## src/rtl/hazard_unit_if.sv

```systemverilog
// Hazard unit interface: pipeline status in, stage enables/flushes and status out.
interface hazard_unit_if #(
  parameter int unsigned CNT_W = 16
);
  logic [4:0]       id_rs;
  logic [4:0]       id_rt;
  logic             id_uses_rt;
  logic [4:0]       ex_rd;
  logic             ex_memRead;
  logic             mem_req;
  logic             dhit;
  logic             ihit;
  logic             branch_taken;
  logic             halt;

  logic             pc_en;
  logic             if_id_en;
  logic             id_ex_en;
  logic             ex_mem_en;
  logic             mem_wb_en;
  logic             if_id_flush;
  logic             id_ex_flush;
  logic [1:0]       state;
  logic [CNT_W-1:0] stall_cycles;
  logic             timeout;

  // Pipeline side: drives status, consumes control
  modport master (
    output id_rs, id_rt, id_uses_rt, ex_rd, ex_memRead, mem_req, dhit, ihit, branch_taken, halt,
    input  pc_en, if_id_en, id_ex_en, ex_mem_en, mem_wb_en, if_id_flush, id_ex_flush,
    input  state, stall_cycles, timeout
  );

  // Hazard unit side
  modport slave (
    input  id_rs, id_rt, id_uses_rt, ex_rd, ex_memRead, mem_req, dhit, ihit, branch_taken, halt,
    output pc_en, if_id_en, id_ex_en, ex_mem_en, mem_wb_en, if_id_flush, id_ex_flush,
    output state, stall_cycles, timeout
  );
endinterface

```

## src/rtl/hazard_unit.sv

```systemverilog
// Pipeline hazard unit: data-wait, load-use, branch and fetch-miss handling,
// halt latch, stall statistics and a sticky data-wait timeout flag.
module hazard_unit #(
  parameter int unsigned MAX_WAIT = 15,
  parameter int unsigned CNT_W    = 16
) (
  input logic          CLK,
  input logic          nRST,
  hazard_unit_if.slave hif
);

  typedef enum logic [1:0] {
    StRun     = 2'd0,
    StDwait   = 2'd1,
    StLustall = 2'd2,
    StHalted  = 2'd3
  } state_e;

  localparam int unsigned WaitW = (MAX_WAIT < 2) ? 1 : $clog2(MAX_WAIT + 1);
  localparam logic [WaitW-1:0] WaitMax = WaitW'(MAX_WAIT);

  state_e           state_q, state_d;
  logic [CNT_W-1:0] stall_cycles_q, stall_cycles_d;
  logic [WaitW-1:0] wait_cnt_q, wait_cnt_d;
  logic             timeout_q, timeout_d;

  logic pc_en, if_id_en, id_ex_en, ex_mem_en, mem_wb_en;
  logic if_id_flush, id_ex_flush;
  logic data_wait, load_use;

  assign data_wait = hif.mem_req && !hif.dhit;
  // r0 is hardwired zero, so a load targeting it never creates a dependency
  assign load_use  = hif.ex_memRead && (hif.ex_rd != 5'd0) &&
                     ((hif.ex_rd == hif.id_rs) || (hif.id_uses_rt && (hif.ex_rd == hif.id_rt)));

  // Stage controls and next state, highest-priority condition wins
  always_comb begin
    pc_en       = 1'b1;
    if_id_en    = 1'b1;
    id_ex_en    = 1'b1;
    ex_mem_en   = 1'b1;
    mem_wb_en   = 1'b1;
    if_id_flush = 1'b0;
    id_ex_flush = 1'b0;
    state_d     = StRun;
    if (!nRST) begin
      {pc_en, if_id_en, id_ex_en, ex_mem_en, mem_wb_en} = 5'b00000;
      if_id_flush = 1'b1;
      id_ex_flush = 1'b1;
    end else if (state_q == StHalted) begin
      {pc_en, if_id_en, id_ex_en, ex_mem_en, mem_wb_en} = 5'b00000;
      state_d = StHalted;
    end else begin
      if (data_wait) begin
        {pc_en, if_id_en, id_ex_en, ex_mem_en, mem_wb_en} = 5'b00000;
        state_d = StDwait;
      end else if (load_use) begin
        // Hold PC and IF/ID, drop a bubble into EX; a taken branch in EX waits a cycle
        pc_en       = 1'b0;
        if_id_en    = 1'b0;
        id_ex_flush = 1'b1;
        state_d     = StLustall;
      end else if (hif.branch_taken) begin
        if_id_flush = 1'b1;
        id_ex_flush = 1'b1;
      end else if (!hif.ihit) begin
        pc_en       = 1'b0;
        if_id_flush = 1'b1;
      end
      // Halt lets this cycle's controls stand and parks the pipeline afterwards
      if (hif.halt) state_d = StHalted;
    end
  end

  // Wait counter, sticky timeout and stall statistics next-state
  always_comb begin
    wait_cnt_d = '0;
    if (state_d == StDwait) begin
      wait_cnt_d = (wait_cnt_q >= WaitMax) ? WaitMax : wait_cnt_q + 1'b1;
    end
    timeout_d      = timeout_q || (wait_cnt_d >= WaitMax);
    stall_cycles_d = stall_cycles_q;
    if (!pc_en && (state_q != StHalted) && !(&stall_cycles_q)) begin
      stall_cycles_d = stall_cycles_q + 1'b1;
    end
  end

  // State registers with synchronous active-low reset
  always_ff @(posedge CLK) begin
    if (!nRST) begin
      state_q        <= StRun;
      stall_cycles_q <= '0;
      wait_cnt_q     <= '0;
      timeout_q      <= 1'b0;
    end else begin
      state_q        <= state_d;
      stall_cycles_q <= stall_cycles_d;
      wait_cnt_q     <= wait_cnt_d;
      timeout_q      <= timeout_d;
    end
  end

  assign hif.pc_en        = pc_en;
  assign hif.if_id_en     = if_id_en;
  assign hif.id_ex_en     = id_ex_en;
  assign hif.ex_mem_en    = ex_mem_en;
  assign hif.mem_wb_en    = mem_wb_en;
  assign hif.if_id_flush  = if_id_flush;
  assign hif.id_ex_flush  = id_ex_flush;
  assign hif.state        = state_q;
  assign hif.stall_cycles = stall_cycles_q;
  assign hif.timeout      = timeout_q;

endmodule

```

## src/flat_wrapper.sv

```systemverilog
// flat-port wrapper written by rule: the top's interface ports become plain ports
module hazard_unit_flat 
#(
  parameter int unsigned MAX_WAIT = 15,
  parameter int unsigned CNT_W    = 16
)
  (CLK, nRST, hif_id_rs, hif_id_rt, hif_id_uses_rt, hif_ex_rd, hif_ex_memRead, hif_mem_req, hif_dhit, hif_ihit, hif_branch_taken, hif_halt, hif_pc_en, hif_if_id_en, hif_id_ex_en, hif_ex_mem_en, hif_mem_wb_en, hif_if_id_flush, hif_id_ex_flush, hif_state, hif_stall_cycles, hif_timeout);
  hazard_unit_if #(.CNT_W(CNT_W)) hif_i ();
  input logic CLK;
  input logic nRST;
  input wire logic [$bits(hif_i.id_rs)-1:0] hif_id_rs;
  input wire logic [$bits(hif_i.id_rt)-1:0] hif_id_rt;
  input wire logic [$bits(hif_i.id_uses_rt)-1:0] hif_id_uses_rt;
  input wire logic [$bits(hif_i.ex_rd)-1:0] hif_ex_rd;
  input wire logic [$bits(hif_i.ex_memRead)-1:0] hif_ex_memRead;
  input wire logic [$bits(hif_i.mem_req)-1:0] hif_mem_req;
  input wire logic [$bits(hif_i.dhit)-1:0] hif_dhit;
  input wire logic [$bits(hif_i.ihit)-1:0] hif_ihit;
  input wire logic [$bits(hif_i.branch_taken)-1:0] hif_branch_taken;
  input wire logic [$bits(hif_i.halt)-1:0] hif_halt;
  output wire logic [$bits(hif_i.pc_en)-1:0] hif_pc_en;
  output wire logic [$bits(hif_i.if_id_en)-1:0] hif_if_id_en;
  output wire logic [$bits(hif_i.id_ex_en)-1:0] hif_id_ex_en;
  output wire logic [$bits(hif_i.ex_mem_en)-1:0] hif_ex_mem_en;
  output wire logic [$bits(hif_i.mem_wb_en)-1:0] hif_mem_wb_en;
  output wire logic [$bits(hif_i.if_id_flush)-1:0] hif_if_id_flush;
  output wire logic [$bits(hif_i.id_ex_flush)-1:0] hif_id_ex_flush;
  output wire logic [$bits(hif_i.state)-1:0] hif_state;
  output wire logic [$bits(hif_i.stall_cycles)-1:0] hif_stall_cycles;
  output wire logic [$bits(hif_i.timeout)-1:0] hif_timeout;
  assign hif_i.id_rs = hif_id_rs;
  assign hif_i.id_rt = hif_id_rt;
  assign hif_i.id_uses_rt = hif_id_uses_rt;
  assign hif_i.ex_rd = hif_ex_rd;
  assign hif_i.ex_memRead = hif_ex_memRead;
  assign hif_i.mem_req = hif_mem_req;
  assign hif_i.dhit = hif_dhit;
  assign hif_i.ihit = hif_ihit;
  assign hif_i.branch_taken = hif_branch_taken;
  assign hif_i.halt = hif_halt;
  assign hif_pc_en = hif_i.pc_en;
  assign hif_if_id_en = hif_i.if_id_en;
  assign hif_id_ex_en = hif_i.id_ex_en;
  assign hif_ex_mem_en = hif_i.ex_mem_en;
  assign hif_mem_wb_en = hif_i.mem_wb_en;
  assign hif_if_id_flush = hif_i.if_id_flush;
  assign hif_id_ex_flush = hif_i.id_ex_flush;
  assign hif_state = hif_i.state;
  assign hif_stall_cycles = hif_i.stall_cycles;
  assign hif_timeout = hif_i.timeout;
  hazard_unit #(.MAX_WAIT(MAX_WAIT), .CNT_W(CNT_W)) u_core (.CLK(CLK), .nRST(nRST), .hif(hif_i));
endmodule
```

## config.mk

```make
export PLATFORM = sky130hd
export DESIGN_NAME = hazard_unit_flat
export DESIGN_NICKNAME = d
export VERILOG_FILES = /design/src/rtl/hazard_unit_if.sv /design/src/rtl/hazard_unit.sv /design/src/flat_wrapper.sv
export SDC_FILE = /design/constraint.sdc
export NUM_CORES = 1
export LEC_CHECK = 0
export CORE_UTILIZATION = 57
export CTS_BUF_LIST = sky130_fd_sc_hd__clkbuf_16
export DETAILED_ROUTE_END_ITERATION = 10
export DONT_BUFFER_PORTS = 1
export PLACE_DENSITY = 0.82
export SYNTH_ARGS = -nofsm -noshare
export SYNTH_HDL_FRONTEND = slang
export SYNTH_SLANG_ARGS = --single-unit
```

## constraint.sdc

```tcl
create_clock -name CLK -period 2.7 [get_ports CLK]
set_clock_uncertainty 0.05 [all_clocks]
set_input_delay 0.54 -clock CLK [delete_from_list [all_inputs] [get_ports CLK]]
set_output_delay 0.54 -clock CLK [all_outputs]
set_load 0.03 [all_outputs]
```

# Yosys cells after proc, flatten, opt, wreduce, memory -nomap -nowiden
# Index checks and enable logic that the tools add are counted.
[word_totals]
regBits = 23
[classes]
mux = 31
order_cmp = 2
n_eq_ne = 5
n_reduce_logical = 13
addsub = 2
[op_table]
columns = ["op", "count"]
rows = [
  ["2-to-1 mux 1 bit", 24],
  ["adder 16 x 1 -> 16 bit (second input constant)", 1],
  ["AND reduction 16 bit", 1],
  ["equality test 5 bit", 2],
  ["2-to-1 mux 2 bit", 5],
  ["greater-or-equal comparator 4 bit (second input constant)", 2],
  ["2-to-1 mux 4 bit", 2],
  ["logical AND 1 bit", 6],
  ["nonzero test 5 bit", 1],
  ["adder 4 x 1 -> 4 bit (second input constant)", 1],
  ["logical NOT 1 bit", 3],
  ["equality test 2 x 1 -> 1 bit (second input constant)", 1],
  ["equality test 2 bit (second input constant)", 1],
  ["logical OR 1 bit", 2],
  ["inequality test 2 bit (second input constant)", 1],
]

# Logic depth before layout (Yosys ltp)
# Gate-level depths: netlist (run 1).
[depth]
word_depth = 13
ltp_mapped = 9

# Least setup slack after synthesis (run 1)
# OpenSTA, ideal clock, no wires.
[synth_path]
path_type = "in2out"
start = "in hif_ex_rd[0]"
end = "out hif_if_id_flush"
required_time_ns = 2.110
path_buffers = 0
cell_stages = 4
slack_ns = -0.107
arrival_ns = 2.217
cell_sequence = "or4_1 o21a_1 and2_1 o31ai_1"
[synth_via]
elab_chain_cells = 8
elab_cells_between_ends = 11
classes_between = "eq/ne (2); mux (4); reduce/logical (5)"
[synth_lines]
columns = ["element", "line", "rtl"]
rows = [
  ["start: declaration", "flat_wrapper.sv:14", "input wire logic [$bits(hif_i.ex_rd)-1:0] hif_ex_rd;"],
  ["equality test 5 bit", "hazard_unit.sv:34", "((hif.ex_rd == hif.id_rs) || (hif.id_uses_rt && (hif.ex_rd == hif.id_rt)));"],
  ["logical AND 1 bit", "hazard_unit.sv:34", ""],
  ["logical OR 1 bit", "hazard_unit.sv:34", ""],
  ["logical AND 1 bit (*)", "hazard_unit.sv:33", "assign load_use = hif.ex_memRead && (hif.ex_rd != 5'd0) &&"],
  ["2-to-1 mux 1 bit (*)", "hazard_unit.sv:57", "end else if (load_use) begin"],
  ["2-to-1 mux 1 bit (*)", "hazard_unit.sv:54", "if (data_wait) begin"],
  ["2-to-1 mux 1 bit (*)", "hazard_unit.sv:50", "end else if (state_q == StHalted) begin"],
  ["2-to-1 mux 1 bit (*)", "hazard_unit.sv:46", "if (!nRST) begin"],
  ["end: declaration", "flat_wrapper.sv:26", "output wire logic [$bits(hif_i.if_id_flush)-1:0] hif_if_id_flush;"],
]
# Every way passes the cells marked *; elsewhere a longest branch is shown, timed or not.

# Worst setup path after layout (run 1)
# Same ends and word-level chain as after synthesis.

==> results.md, run 1 <==
- Clk root buf: clkbuf_16
- Max Clock Freq: 0.398 GHz
- Post-Synth Simple-Gate Area: 30.1%
- Grt ovf: 0
- Mux cell area share after synthesis: 1.46%
- Peak VDD IR: 0.386 mV
- Setup Viol. Count Final: 0
- Hold Fails Final Rpt: 0
- Gr usage total: 25.6%
- HPWL Detailed: 2.26 mm
- Initial antenna violation count: 0
- Initial Utilization: 61.5%
- Minimum clock period: 2510 ps
- Crit-path max FO: 4
- Synth async-reset ratio: 0%
- Skew-Pair Late Insertion Delay: 250 ps
- Synth top area cells: dfxtp_1 34%, xnor2_1 6.4%, or4_1 6.0%
- Clock-pin slew on the worst setup and hold paths: 60 ps
- Hold buffers post-CTS: 0
- Die W: 51.1 um
- Critical Path RT: 2110 ps
- Layout cells sized above 1: 7.51%
- Final period util: 93.0%
- WP buf/inv: 1
- Slowest stage delay, CP: 520 ps
- Vias in the first global route: 1219
- Routability-driven placement congestion ratio: 0.829
- Largest family of logic cells by synthesized area: simple AND/OR/NAND/NOR gates
- Relative slew slack: 68.1%
- Post-synth top flop: dfxtp_1
- DR vias/cell: 6.41
- Post-route ant nets: 0
- Largest net degree at the start of global routing: 31
- Die Ht: 51.1 um
- Slew Viols, Final: 0
- Crit. End Element: output pin
- CTS tree: done
- Placed Cells: 197
- Placed inst area: 1420 sq um
- Final instance count without filler cells: 201
- DRT iter0 DRCs: 14
- Crit path max-delay family: simple AND/OR/NAND/NOR gates
- Place WS: 203 ps
- Post-Synth Adder-Cell Area: 2.55%
- Setup WS post-layout: 188 ps
- Diodes inserted: 0
- Number of synthesized flops with an enable pin: 0
- Reg-to-reg slack, setup: 530 ps
- Syn Inst Count: 174
- Synth Register Bits: 23
- Syn avg cell area: 7.90 sq um
- Worst path arrival time: 1920 ps
- Compound-gate portion of the synthesized area: 19.5%
- Quantity of gates resized following cts: 0
- Syn nets: 200
- Critical Path Source Type: input pin
- DRC Markers: 0
- Critical path cell sequence: or4_1 -> o21a_1 -> and2_1 -> o31ai_2 -> buf_4
- Worst hold path class: in -> reg
- First-pass GRT wire length: 5.07 mm
- Power Density: 527 nW/um^2
- Fin nets: 200
- # IOs: 50
- Worst hold stages: 1
- Total CTS buffers: 3
- Netlist cell types: 38
- Post-Synth XOR/XNOR Area: 6.38%
- Port bufs: 0
- Post-Syn Area: 1370 sq um
- Via Count: 1289
- Seq/Total Area, Yosys: 33.5%
- Highest-delay cell along the critical path: or4_1
- CTS sink cnt: 23
- Die Area: 2610 sq um
- Fin Setup TNS: 0 ps
- WL per Instance: 15.6 um
- Cell taking the most area after synthesis: dfxtp_1
- Drt first pass iters: 4
- Row cnt: 17
- Top cell type's share of synthesized area: 33.5%
- P&R area growth vs syn: 8.74%
- CTS max path bufs: 2
- Crit path depth: 5
- H-tree depth: 1
- Worst-margin pin slew: 478 ps
- FF-to-FF path depth: 7
- Ys Warns: 0
- Core Area: 2230 sq um
- Leak Pwr: 0.000512 uW
- Post-CTS setup buffer count: 0
- Outcome: finished, final reports clean
- RSZ-0062 raised after global routing: no
- Maxcap violations: 0
- Final core utilization: 66.9%
- Setup CP Type: in -> out
- Cell area after layout: 1490 sq um
- DRT Wirelength: 3.13 mm
==> synth_stat cells (2+ instances only) <==
cell / instances
a21oi_1: 15
a31oi_1: 2
and2_1: 2
and3_1: 2
and4_1: 2
buf_2: 3
buf_4: 3
clkbuf_1: 3
dfxtp_1: 23
ha_1: 2
inv_1: 6
mux2i_1: 2
nand2_1: 18
nand2b_1: 2
nand3_1: 11
nand4_1: 4
nor2_1: 13
nor3_1: 2
nor4_1: 4
o21a_1: 4
o21ai_1: 4
o31a_1: 3
o31ai_1: 10
or4_1: 11
xnor2_1: 10
==> cell type report <==
class,instances,area (sq um)
well taps,28,35.0
repair buffers,6,57.6
flip-flops and latches,23,460
clock inverters,1,3.75
clock buffers,3,75.1
fillers,177,739
inverters,7,26.3
multi-input cells,133,836
==> cell usage in the layout (no fill, tap or decap), drive strengths merged <==
cell type / synthesis / layout
dfxtp: 23 / 23
nand3b: 1 / 1
nor3b: 1 / 1
nor4: 4 / 4
o22ai: 1 / 1
nand2: 18 / 18
inv: 7 / 8
nor2: 13 / 13
or3: 1 / 1
a31oi: 2 / 2
and3: 2 / 2
o31a: 3 / 3
nor2b: 1 / 1
a21oi: 15 / 15
ha: 2 / 2
maj3: 1 / 1
or4: 11 / 11
nand4: 4 / 4
o21ai: 4 / 4
and2: 3 / 3
nor3: 3 / 3
o21a: 4 / 4
o31ai: 10 / 10
o211a: 1 / 1
mux2i: 2 / 2
nand2b: 2 / 2
clkbuf: 3 / 3
nand3: 11 / 11
a211oi: 1 / 1
and4: 2 / 2
buf: 8 / 6
xnor2: 10 / 10
==> state kept, by name, indices dropped and copies added (netlist names) <==
| name | cells |
|---|---|
| u_core.hif.stall_cycles | 16 |
| u_core.wait_cnt_q | 4 |
| u_core.hif.state | 2 |
| u_core.hif.timeout | 1 |
==> worst paths after layout <==
path / startpoint / endpoint
worst max-delay path: hif_ex_rd[0] / hif_if_id_flush
worst min register to register: u_core.wait_cnt_q[0] / u_core.wait_cnt_q[0]
worst min-delay path: nRST / u_core.hif.stall_cycles[7]
worst max register to register: u_core.hif.stall_cycles[0] / u_core.hif.stall_cycles[13]
==> kinds of logic after synthesis <==
family	count (synthesis)
simple gates	77
compound gates	41
flops	23
buf+inv	18
xor+xnor	10
fa+ha+maj	3
mux	2
==> report_power, final <==
group	internal [uW]	switching (uW)	leakage (uW)	total, uW
sequential	346	21.7	0.000186	368
clock	198	120	0.0000423	318
combinational	39.1	62.9	0.000283	102
total	583	205	0.000512	788
==> per-stage QoR <==
stage	hold WS, ps	power (uW)
global placement	441	472
floorplan	412	459
finish	356	788
global route	356	811
CTS	355	793
detailed placement	475	476
==> routing by layer <==
| layer | track usage, % | up-vias | part of all wire [%] |
|---|---|---|---|
| met4 | 10.2 | 0 | 1.8 |
| met2 | 47.8 | 43 | 52 |
| met5 | 0 | - | 0 |
| met1 | 26.8 | 602 | 41 |
| li1 | - | 635 | - |
| met3 | 6.55 | 9 | 5.2 |
Note: power is estimated with default switching activity, not from simulation.
==> inputs of run 2 (changes only) <==
--- a/config.mk
+++ b/config.mk
@@ -5,6 +5,7 @@
 export SDC_FILE = /design/constraint.sdc
 export NUM_CORES = 1
 export LEC_CHECK = 0
+export ABC_AREA = 1
 export CORE_UTILIZATION = 57
 export CTS_BUF_LIST = sky130_fd_sc_hd__clkbuf_16
 export DETAILED_ROUTE_END_ITERATION = 10
==> results.md, run 2 <==
- Placed Cells: 286 (+45%)
- Reg-to-reg slack, setup: 480 ps (-50 ps)
- Crit-path max FO: 16 (+12)
- Routability-driven placement congestion ratio: 0.893 (+7.8%)
- Critical path cell sequence: ha_1 -> nand3_2 -> nor2_2 -> nand3_1 -> or3_1 -> nand3_4 -> nand2_1 -> nand2_1 -> nor2_1
- Relative slew slack: 63.3% (-4.8 points)
- CTS sink cnt: 23 (unchanged)
- DRT iter0 DRCs: 61 (+47)
- Synth Register Bits: 23 (unchanged)
- Fillers: 218 (+23%)
- Via Count: 1574 (+22%)
- Post-synth top flop: dfxtp_1
- Port bufs: 0 (unchanged)
- Leak Pwr: 0.000803 uW (+57%)
- CTS tree: done
- Worst-margin pin slew: 548 ps (+70.0 ps)
- Slowest stage delay, CP: 590 ps (+70 ps)
- Hold buffers post-CTS: 0 (unchanged)
- Grt ovf: 0 (unchanged)
- Most common cell after layout, fill and taps aside: nand2_1
- Netlist cell types: 26 (-32%)
- Largest net degree at the start of global routing: 19 (-39%)
- Core Area: 2520 sq um (+13%)
- Syn nets: 269 (+35%)
- Worst hold path class: in -> reg
- Crit path max-delay family: simple AND/OR/NAND/NOR gates
- Clock-pin slew on the worst setup and hold paths: 60 ps (about the same)
- Max reg flops: 16 (unchanged)
- Max Clock Freq: 0.450 GHz (+13%)
- Gr usage total: 26.2% (+0.57 points)
- Die Ht: 54.2 um (+6.1%)
- First-pass GRT wire length: 5.64 mm (+11%)
- Setup Viol. Count Final: 0 (unchanged)
- Die Area: 2940 sq um (+13%)
- Commonest non-fill, non-tap cells in the layout: 65 x nand2_1, 35 x inv_1, 27 x nor2_1
- Post-Syn Area: 1550 sq um (+13%)
- Metal-1 WL: 1.58 mm (+24%)
- Row cnt: 18 (+1)
- HPWL Detailed: 2.66 mm (+18%)
- # IOs: 50 (unchanged)
- Final instance count without filler cells: 290 (+44%)
- Minimum clock period: 2220 ps (-290 ps)
- RSZ-0062 raised after global routing: no
- CP dominant cell by count: nand2_1
- Fin Hold WS: 351 ps (-4.71 ps)
- Met3 WL: 294 um (+80%)
- Crit. End Element: flop
- P&R area growth vs syn: 14.1%
- Synth top area cells: dfxtp_1 30%, nand2_1 16%, inv_1 8.5%
- Syn Inst Count: 243 (+40%)
- Clk root buf: clkbuf_16
- Commonest cells post-synth: 65 x nand2_1, 35 x inv_1, 28 x nor2_1
- Outcome: finished, final reports clean
- Post-route ant nets: 0 (unchanged)
- Total CTS buffers: 3 (unchanged)
- Layout cells sized above 1: 13.8% (+6.3 points)
- Highest routed layer: met4
- H-tree depth: 1 (unchanged)
- Cell taking the most area after synthesis: dfxtp_1
- Setup CP Type: reg -> reg
- Skew-Pair Late Insertion Delay: 260 ps (about the same)
- Peak VDD IR: 0.455 mV (+18%)
- Drt first pass iters: 4 (unchanged)
- Hold Fails Final Rpt: 0 (unchanged)
- Worst path arrival time: 2320 ps (+400 ps)
- DRC Markers: 0 (unchanged)
- Routed wl met2: 1.59 mm (-2.9%)
- Post-CTS setup buffer count: 0 (unchanged)
- Fin Setup TNS: 0 ps (unchanged)
- Die W: 54.2 um (+6.1%)
- Seq/Total Area, Yosys: 29.6% (-3.9 points)
- DR vias/cell: 5.43 (-15%)
- Vias in the first global route: 1392 (+14%)
- Quantity of gates resized following cts: 0 (unchanged)
- Syn avg cell area: 6.40 sq um (-19%)
- Top cell type's share of synthesized area: 29.6% (-3.9 points)
- Top-count cell post-synth: nand2_1
- Critical Path RT: 2800 ps (+690 ps)
- Ys Warns: 0 (unchanged)
- Maxcap violations: 0 (unchanged)
- Fin nets: 287 (+44%)
- Highest-delay cell along the critical path: or3_1
- CTS max path bufs: 2 (unchanged)
- Slew Viols, Final: 0 (unchanged)
- Final period util: 82.3% (-11 points)
- Synth async-reset ratio: 0% (unchanged)
- Critical Path Source Type: flop
- Initial Utilization: 61.6% (+0.095 points)
- Initial antenna violation count: 0 (unchanged)
- Number of synthesized flops with an enable pin: 0 (unchanged)
- DRT Wirelength: 3.50 mm (+12%)
- WL per Instance: 12.1 um (-22%)
- Diodes inserted: 0 (unchanged)
- Power Density: 452 nW/um^2 (-14%)
- WP buf/inv: 0 (-1)
-- run 2: path summary, 6_finish.rpt --
path	startpoint	to	cells after the start
worst max-delay path	u_core.hif.stall_cycles[0]	u_core.hif.stall_cycles[0]	9
worst min-delay path	nRST	u_core.hif.stall_cycles[12]	2
worst max register to register	u_core.hif.stall_cycles[0]	u_core.hif.stall_cycles[0]	9
worst min register to register	u_core.wait_cnt_q[0]	u_core.wait_cnt_q[0]	3
-- run 2: kinds of logic after synthesis --
| family | after synthesis | synth area share (%) |
|---|---|---|
| AOI/OAI and AO/OA | 23 | 8.61 |
| xor gates and xnor gates | 14 | 7.89 |
| adders and majority gates | 2 | 1.61 |
| buffers and inverters | 44 | 12.5 |
| DFF | 23 | 29.6 |
| and+or+nand+nor | 137 | 39.8 |
-- run 2: area by class of cell --
type / instances / area [sq um] / share of cell area [%]
flip-flops and latches: 23 / 460 / 26.0
repair buffers: 21 / 158 / 8.89
multi-input cells: 176 / 902 / 50.9
inverters: 36 / 135 / 7.62
clock inverters: 1 / 5.00 / 0.282
well taps: 30 / 37.5 / 2.12
clock buffers: 3 / 75.1 / 4.23
-- run 2: where the power goes --
group          internal, uW  total, uW  switching, uW
sequential              348        357           9.08
combinational          40.0        127           87.3
clock                   199        317            118
total                   587        801            215
-- run 2: metal layers --
| layer | up-vias | GRT usage, % |
|---|---|---|
| li1 | 814 | - |
| met1 | 691 | 32.8 |
| met2 | 62 | 43.3 |
| met3 | 7 | 5.56 |
| met4 | 0 | 10.7 |
| met5 | - | 0 |
-- run 2: metrics by stage --
stage                     utilization, %  cell area, sq um  total power, uW  worst slack, ps
after floorplan                        -              1560              468              158
after global placement              67.1              1690              489              539
after detailed placement            67.1              1690              492              508
after CTS                           70.3              1770              808              467
after global routing                70.3              1770              835              297
final                               70.3              1770              801              478
==> edit 1, RTL diff (flow settings as in run 1) <==
`CNT_W` is set to 16 in 3 places; all go to 24.
--- a/src/rtl/hazard_unit_if.sv
+++ b/src/rtl/hazard_unit_if.sv
@@ -2,3 +2,3 @@
 interface hazard_unit_if #(
-  parameter int unsigned CNT_W = 16
+  parameter int unsigned CNT_W = 24
 );
--- a/src/rtl/hazard_unit.sv
+++ b/src/rtl/hazard_unit.sv
@@ -4,3 +4,3 @@
   parameter int unsigned MAX_WAIT = 15,
-  parameter int unsigned CNT_W    = 16
+  parameter int unsigned CNT_W    = 24
 ) (
--- a/src/flat_wrapper.sv
+++ b/src/flat_wrapper.sv
@@ -4,3 +4,3 @@
   parameter int unsigned MAX_WAIT = 15,
-  parameter int unsigned CNT_W    = 16
+  parameter int unsigned CNT_W    = 24
 )
Ports: changed (resized hif_stall_cycles); port bits go from 50 to 58. No check against the original RTL was run, so the function may have changed too.
==> edit 1 against run 1 <==
  * The flow now finishes with violations (design-rule violations)
  * Utilization grew 3.8 points
  * Setup slack gained 0.093 ns
  * Total power grew 43%
  * Sequential share of layout area grew 0.47 points
  * Design area grew 33%
  * Routed wire length grew 34%
  * Non-clock buffer count grew 12
  * Sequential cell count grew 8
  * Area after synthesis grew 24%
  * Critical path type is now register to register
==> edit 1: results (changes against run 1) <==
- Via density: 6.29 (-2.0%)
- Failing checks: design-rule violations
- Synth area leaders: dfxtp_1 36%, nor2_1 5.5%, xor2_1 5.1%
- Number of buffers created by CTS: 5 (+2)
- Worst slew pin tran: 0.491 ns (+0.0127 ns)
- Skew-Pair Late Insertion Delay: 0.28 ns (+0.03 ns)
- Post-Route WL: 4180 um (+34%)
- First-pass GRT wire length: 6890 um (+36%)
- Layout cells sized above 1: 0.150 (+0.0746)
- TritonRoute pass-1 iters: 8 (+4)
- DRC viols: 6 (+6)
- Cells after synthesis: 210 (+21%)
- Run status: finished, violations left
- Max clock buf depth: 2 (unchanged)
- Final Wtd Congestion: 0.807 (-2.7%)
- Pin count of the biggest net entering global routing: 22 (-29%)
- Placed cell areas: 1850 sq um (+30%)
- WHS: 0.357 ns (+0.00139 ns)
- Critical path's slowest cell: dfxtp_1
- Post-DP HPWL: 3090 um (+37%)
- # fillers: 220 (+24%)
- Net Count, Synth: 236 (+18%)
- Hold path cells: 2 (+1)
- Hold Path Class: input pin to register
- Placed insts: 250 (+27%)
- Worst vdd ir: 0.474 mV (+23%)
- Avg WL per Cell: 16.2 um (+4.0%)
- Number of global-route vias before repair: 1590 (+30%)
- Worst EP arrival: 2.58 ns (+0.66 ns)
- Crit path largest cell delay: 0.57 ns (+0.05 ns)
- Library cells used by synthesis: 43 (+13%)
- Max FFs per register: 24 (+8)
- Sw Pwr: 0.000289 W (+41%)
- Worst Path Max Fanout: 5 (+1)
- Post-synth top cells: 31 x dfxtp_1, 25 x nor2_1, 18 x nand2_1, 16 x nand3_1, 12 x a21oi_1
- H-tree lvl count: 2 (+1)
- Sequential-to-total area share from yosys stat: 0.363 (+0.0279)
- Total track usage: 0.281 (+0.0253)
- Detailed Route Iter0 Violations: 91 (+77)
- Flop2flop setup slack: 0.28 ns (-0.25 ns)
- LEAKAGE: 0.793 nW (+55%)
[edit 1: area by class of cell]
class,instances,area [sq um],area share
Timing Repair Buffer,18,135,0.0681
Tap cell,31,38.8,0.0196
Multi-Input combinational cell,163,1020,0.517
Clock buffer,5,125,0.0631
Clock inverter,3,12.5,0.00631
Sequential cell,31,621,0.313
Inverter,7,26.3,0.0132
[edit 1: final timing paths]
| kind | start | end |
|---|---|---|
| hold reg to reg | u_core.wait_cnt_q[0]$_SDFF_PN0_ | u_core.wait_cnt_q[0]$_SDFF_PN0_ |
| setup / recovery | u_core.hif.stall_cycles[4]$_SDFFE_PN0P_ | u_core.hif.stall_cycles[15]$_SDFFE_PN0P_ |
| hold / removal | nRST | u_core.hif.stall_cycles[19]$_SDFFE_PN0P_ |
| setup reg to reg | u_core.hif.stall_cycles[4]$_SDFFE_PN0P_ | u_core.hif.stall_cycles[15]$_SDFFE_PN0P_ |
[edit 1: per-stage QoR]
stage / utilization / setup slack [ns]
CTS: 0.707 / 0.281
global route: 0.707 / 0.0922
global placement: 0.658 / 0.311
finish: 0.707 / 0.281
floorplan: - / 0.0225
detailed placement: 0.658 / 0.223
[edit 1: cells by family (layout without fill, tap and decap cells)]
family                   Yosys count  in the layout  share of synthesized area
AND/OR/NAND/NOR                  105            105                      0.327
AO/OA/AOI/OAI                     31             31                      0.122
flip-flops                        31             31                      0.363
XOR/XNOR                          19             19                     0.0974
buffers and inverters             16             33                     0.0403
multiplexers                       6              6                     0.0351
adder cells (fa/ha/maj)            2              2                     0.0146
[edit 1: power groups by stage]
stage / clock, W / sequential, W / combinational (W)
finish: 0.000529 / 0.000476 / 0.000124
detailed placement: 0 / 0.000486 / 0.000124
global route: 0.000554 / 0.000477 / 0.000136
CTS: 0.000542 / 0.000476 / 0.000125
global placement: 0 / 0.000485 / 0.000119
floorplan: 0 / 0.000500 / 0.0000837
[edit 1: worst reg2reg max path: cells and delay by family, from the launching register on]
family | cells | cell delay, ns
AND/OR/NAND/NOR | 4 | 1.13
flip-flops | 1 | 0.57
AO/OA/AOI/OAI | 3 | 0.61
[edit 1: per-layer routing]
metal  track usage  share of wire  vias to the layer above  routed length [um]
li1              -              -                      776                   -
met1         0.307           0.40                      779                1670
met2         0.503           0.51                       62                2150
met3        0.0991          0.074                        5                 310
met4        0.0941          0.012                        0                  49
met5             0              0                        -                   0
==> edit 2, RTL diff (config.mk and constraints of run 1) <==
Without the edit above. Reset style: asynchronous (`nRST`), changed in one clocked block. Comments in the files are not updated.
--- a/src/rtl/hazard_unit.sv
+++ b/src/rtl/hazard_unit.sv
@@ -88,3 +88,3 @@
   // State registers with synchronous active-low reset
-  always_ff @(posedge CLK) begin
+  always_ff @(posedge CLK or negedge nRST) begin
     if (!nRST) begin
Check against the original RTL: differs if nRST is asserted again (counterexample within 4 cycles, from zero or initial values and one cycle with nRST low); with nRST held inactive, the same outputs for 10 cycles.
==> edit 2 against run 1 <==
  * Routed wire length shrank 14%
  * Setup slack improved by 0.054 ns
  * Sequential cell count did not move
  * Utilization increased by 0.62 points
  * Count of clock-buffer cells in the layout stayed put
  * Design area grew 0.92%
  * Area after synthesis down 1.3%
  * First-iteration DRC count up 29%
  * Highest routed layer unchanged
Power is not compared: it rests on default switching activity, and its combinational part moved more than twofold at a synthesized area within 25%.
==> edit 2: results (changes against run 1) <==
- Run status: finished clean
- Post-synth top cells: 23 x dfrtp_1, 15 x xor2_1, 14 x nand2_1, 10 x xnor2_1, 9 x nor3_1
- Worst-path clk slew: 0.06 ns (about the same)
- Synth warn: 0 (unchanged)
- Hold Path Class: input pin to register
- Net Count, Synth: 162 (-19%)
- Max clock buf depth: 2 (unchanged)
- Clock root cell: clkbuf_16
- Avg WL per Cell: 15.6 um (+0.40%)
- Worst vdd ir: 0.772 mV
- Pin count of the biggest net entering global routing: 24 (-23%)
- Max FFs per register: 16 (unchanged)
- Nets: 171 (-14%)
- Worst slew pin tran: 1.02 ns (+0.544 ns)
- Post-DP HPWL: 2020 um (-11%)
- Detailed Route Iter0 Violations: 18 (+4)
- Total track usage: 0.225 (-0.0314)
- Initial antenna violation count: 0 (unchanged)
- Library cells used by synthesis: 37 (-2.6%)
- Port bufs: 0 (unchanged)
- Sw Pwr: 0.000675 W
- Number of global-route vias before repair: 1039 (-15%)
- Skew-Pair Late Insertion Delay: 0.25 ns (about the same)
- Fraction of registers with async set/reset: 1.00 (+1.00)
- # diodes: 0 (unchanged)
- Sequential-to-total area share from yosys stat: 0.424 (+0.0892)
- Number of buffers created by CTS: 3 (unchanged)
- Worst Path Max Fanout: 4 (unchanged)
- H-tree lvl count: 1 (unchanged)
- CTS-repair resized insts: 0 (unchanged)
- Via density: 6.15 (-4.1%)
- TritonRoute pass-1 iters: 4 (unchanged)
- First-pass GRT wire length: 4400 um (-13%)
- Final Wtd Congestion: 0.818 (-1.3%)
- Layout cells sized above 1: 0.146 (+0.0707)
- Synth area leaders: dfrtp_1 42%, xor2_1 9.7%, xnor2_1 6.5%
- # fillers: 192 (+8.5%)
- LEAKAGE: 0.603 nW
- Worst EP arrival: 1.87 ns (-0.05 ns)
## edit 2: layer usage
layer,up-vias,part of all wire,global-route usage
met5,-,0,0
met4,0,0.0033,0.0556
met3,2,0.053,0.0545
met2,34,0.52,0.398
met1,531,0.42,0.271
li1,491,-,-
## edit 2: final timing paths
path	startpoint	to	slack [ns]	cells after the start
setup / recovery	hif_ex_rd[0]	hif_if_id_flush	0.24	6
setup reg to reg	u_core.hif.stall_cycles[6]$_DFFE_PN0P_	u_core.hif.stall_cycles[1]$_DFFE_PN0P_	0.39	6
hold / removal	hif_halt	u_core.hif.state[0]$_DFF_PN0_	0.40	2
min in group asynchronous	nRST	u_core.wait_cnt_q[2]$_DFF_PN0_	0.86	1
hold reg to reg	u_core.wait_cnt_q[0]$_DFF_PN0_	u_core.wait_cnt_q[0]$_DFF_PN0_	0.47	1
max in group asynchronous	nRST	u_core.hif.state[0]$_DFF_PN0_	1.12	1
## edit 2: timing repair
item | 4_1_cts | 5_1_grt
hold buffers | 1 | 0
hold endpoints to repair | 23 | 0
setup buffers | 0 | 0
## edit 2: cell families (layout without fill, tap and decap cells)
family                   count (synthesis)  in the layout  share of synthesized area
XOR/XNOR                                25             25                      0.161
flip-flops                              23             23                      0.424
AND/OR/NAND/NOR                         62             62                      0.267
AO/OA/AOI/OAI                           15             15                     0.0821
buffers and inverters                    8             16                     0.0360
adder cells (fa/ha/maj)                  2              2                     0.0184
multiplexers                             1              1                     0.0111
## edit 2: cell type report
class / count / area share
timing repair buffer: 9 / 0.0465
tap: 28 / 0.0232
inverter: 3 / 0.00747
clock buffer: 3 / 0.0498
sequential: 23 / 0.382
clock inverter: 1 / 0.00249
multi-input combinational: 105 / 0.489
## edit 2: power by group through the flow
stage                     sequential (W)  combinational (W)  clock (W)
after floorplan                 0.000771           0.000310          0
after global placement          0.000770           0.000393          0
after detailed placement        0.000780           0.000410          0
after CTS                       0.000772           0.000422   0.000318
after global routing            0.000788           0.000461   0.000328
final                           0.000771           0.000419   0.000312
## edit 2: stage by stage
stage	cells	power (W)	setup slack, ns	utilization	cell area, sq um
detailed placement	167	0.00119	0.236	0.635	1420
floorplan	136	0.00108	0.0314	-	1360
global route	172	0.00158	0.169	0.675	1510
finish	172	0.00150	0.242	0.675	1510
global placement	167	0.00116	0.270	0.635	1420
CTS	172	0.00151	0.236	0.675	1510
## edit 2: critical path, cell delays in order
cell     delay [ns]
or4_1          0.50
o21ai_1        0.14
inv_1          0.09
and2_1         0.18
o31ai_2        0.22
buf_4          0.19
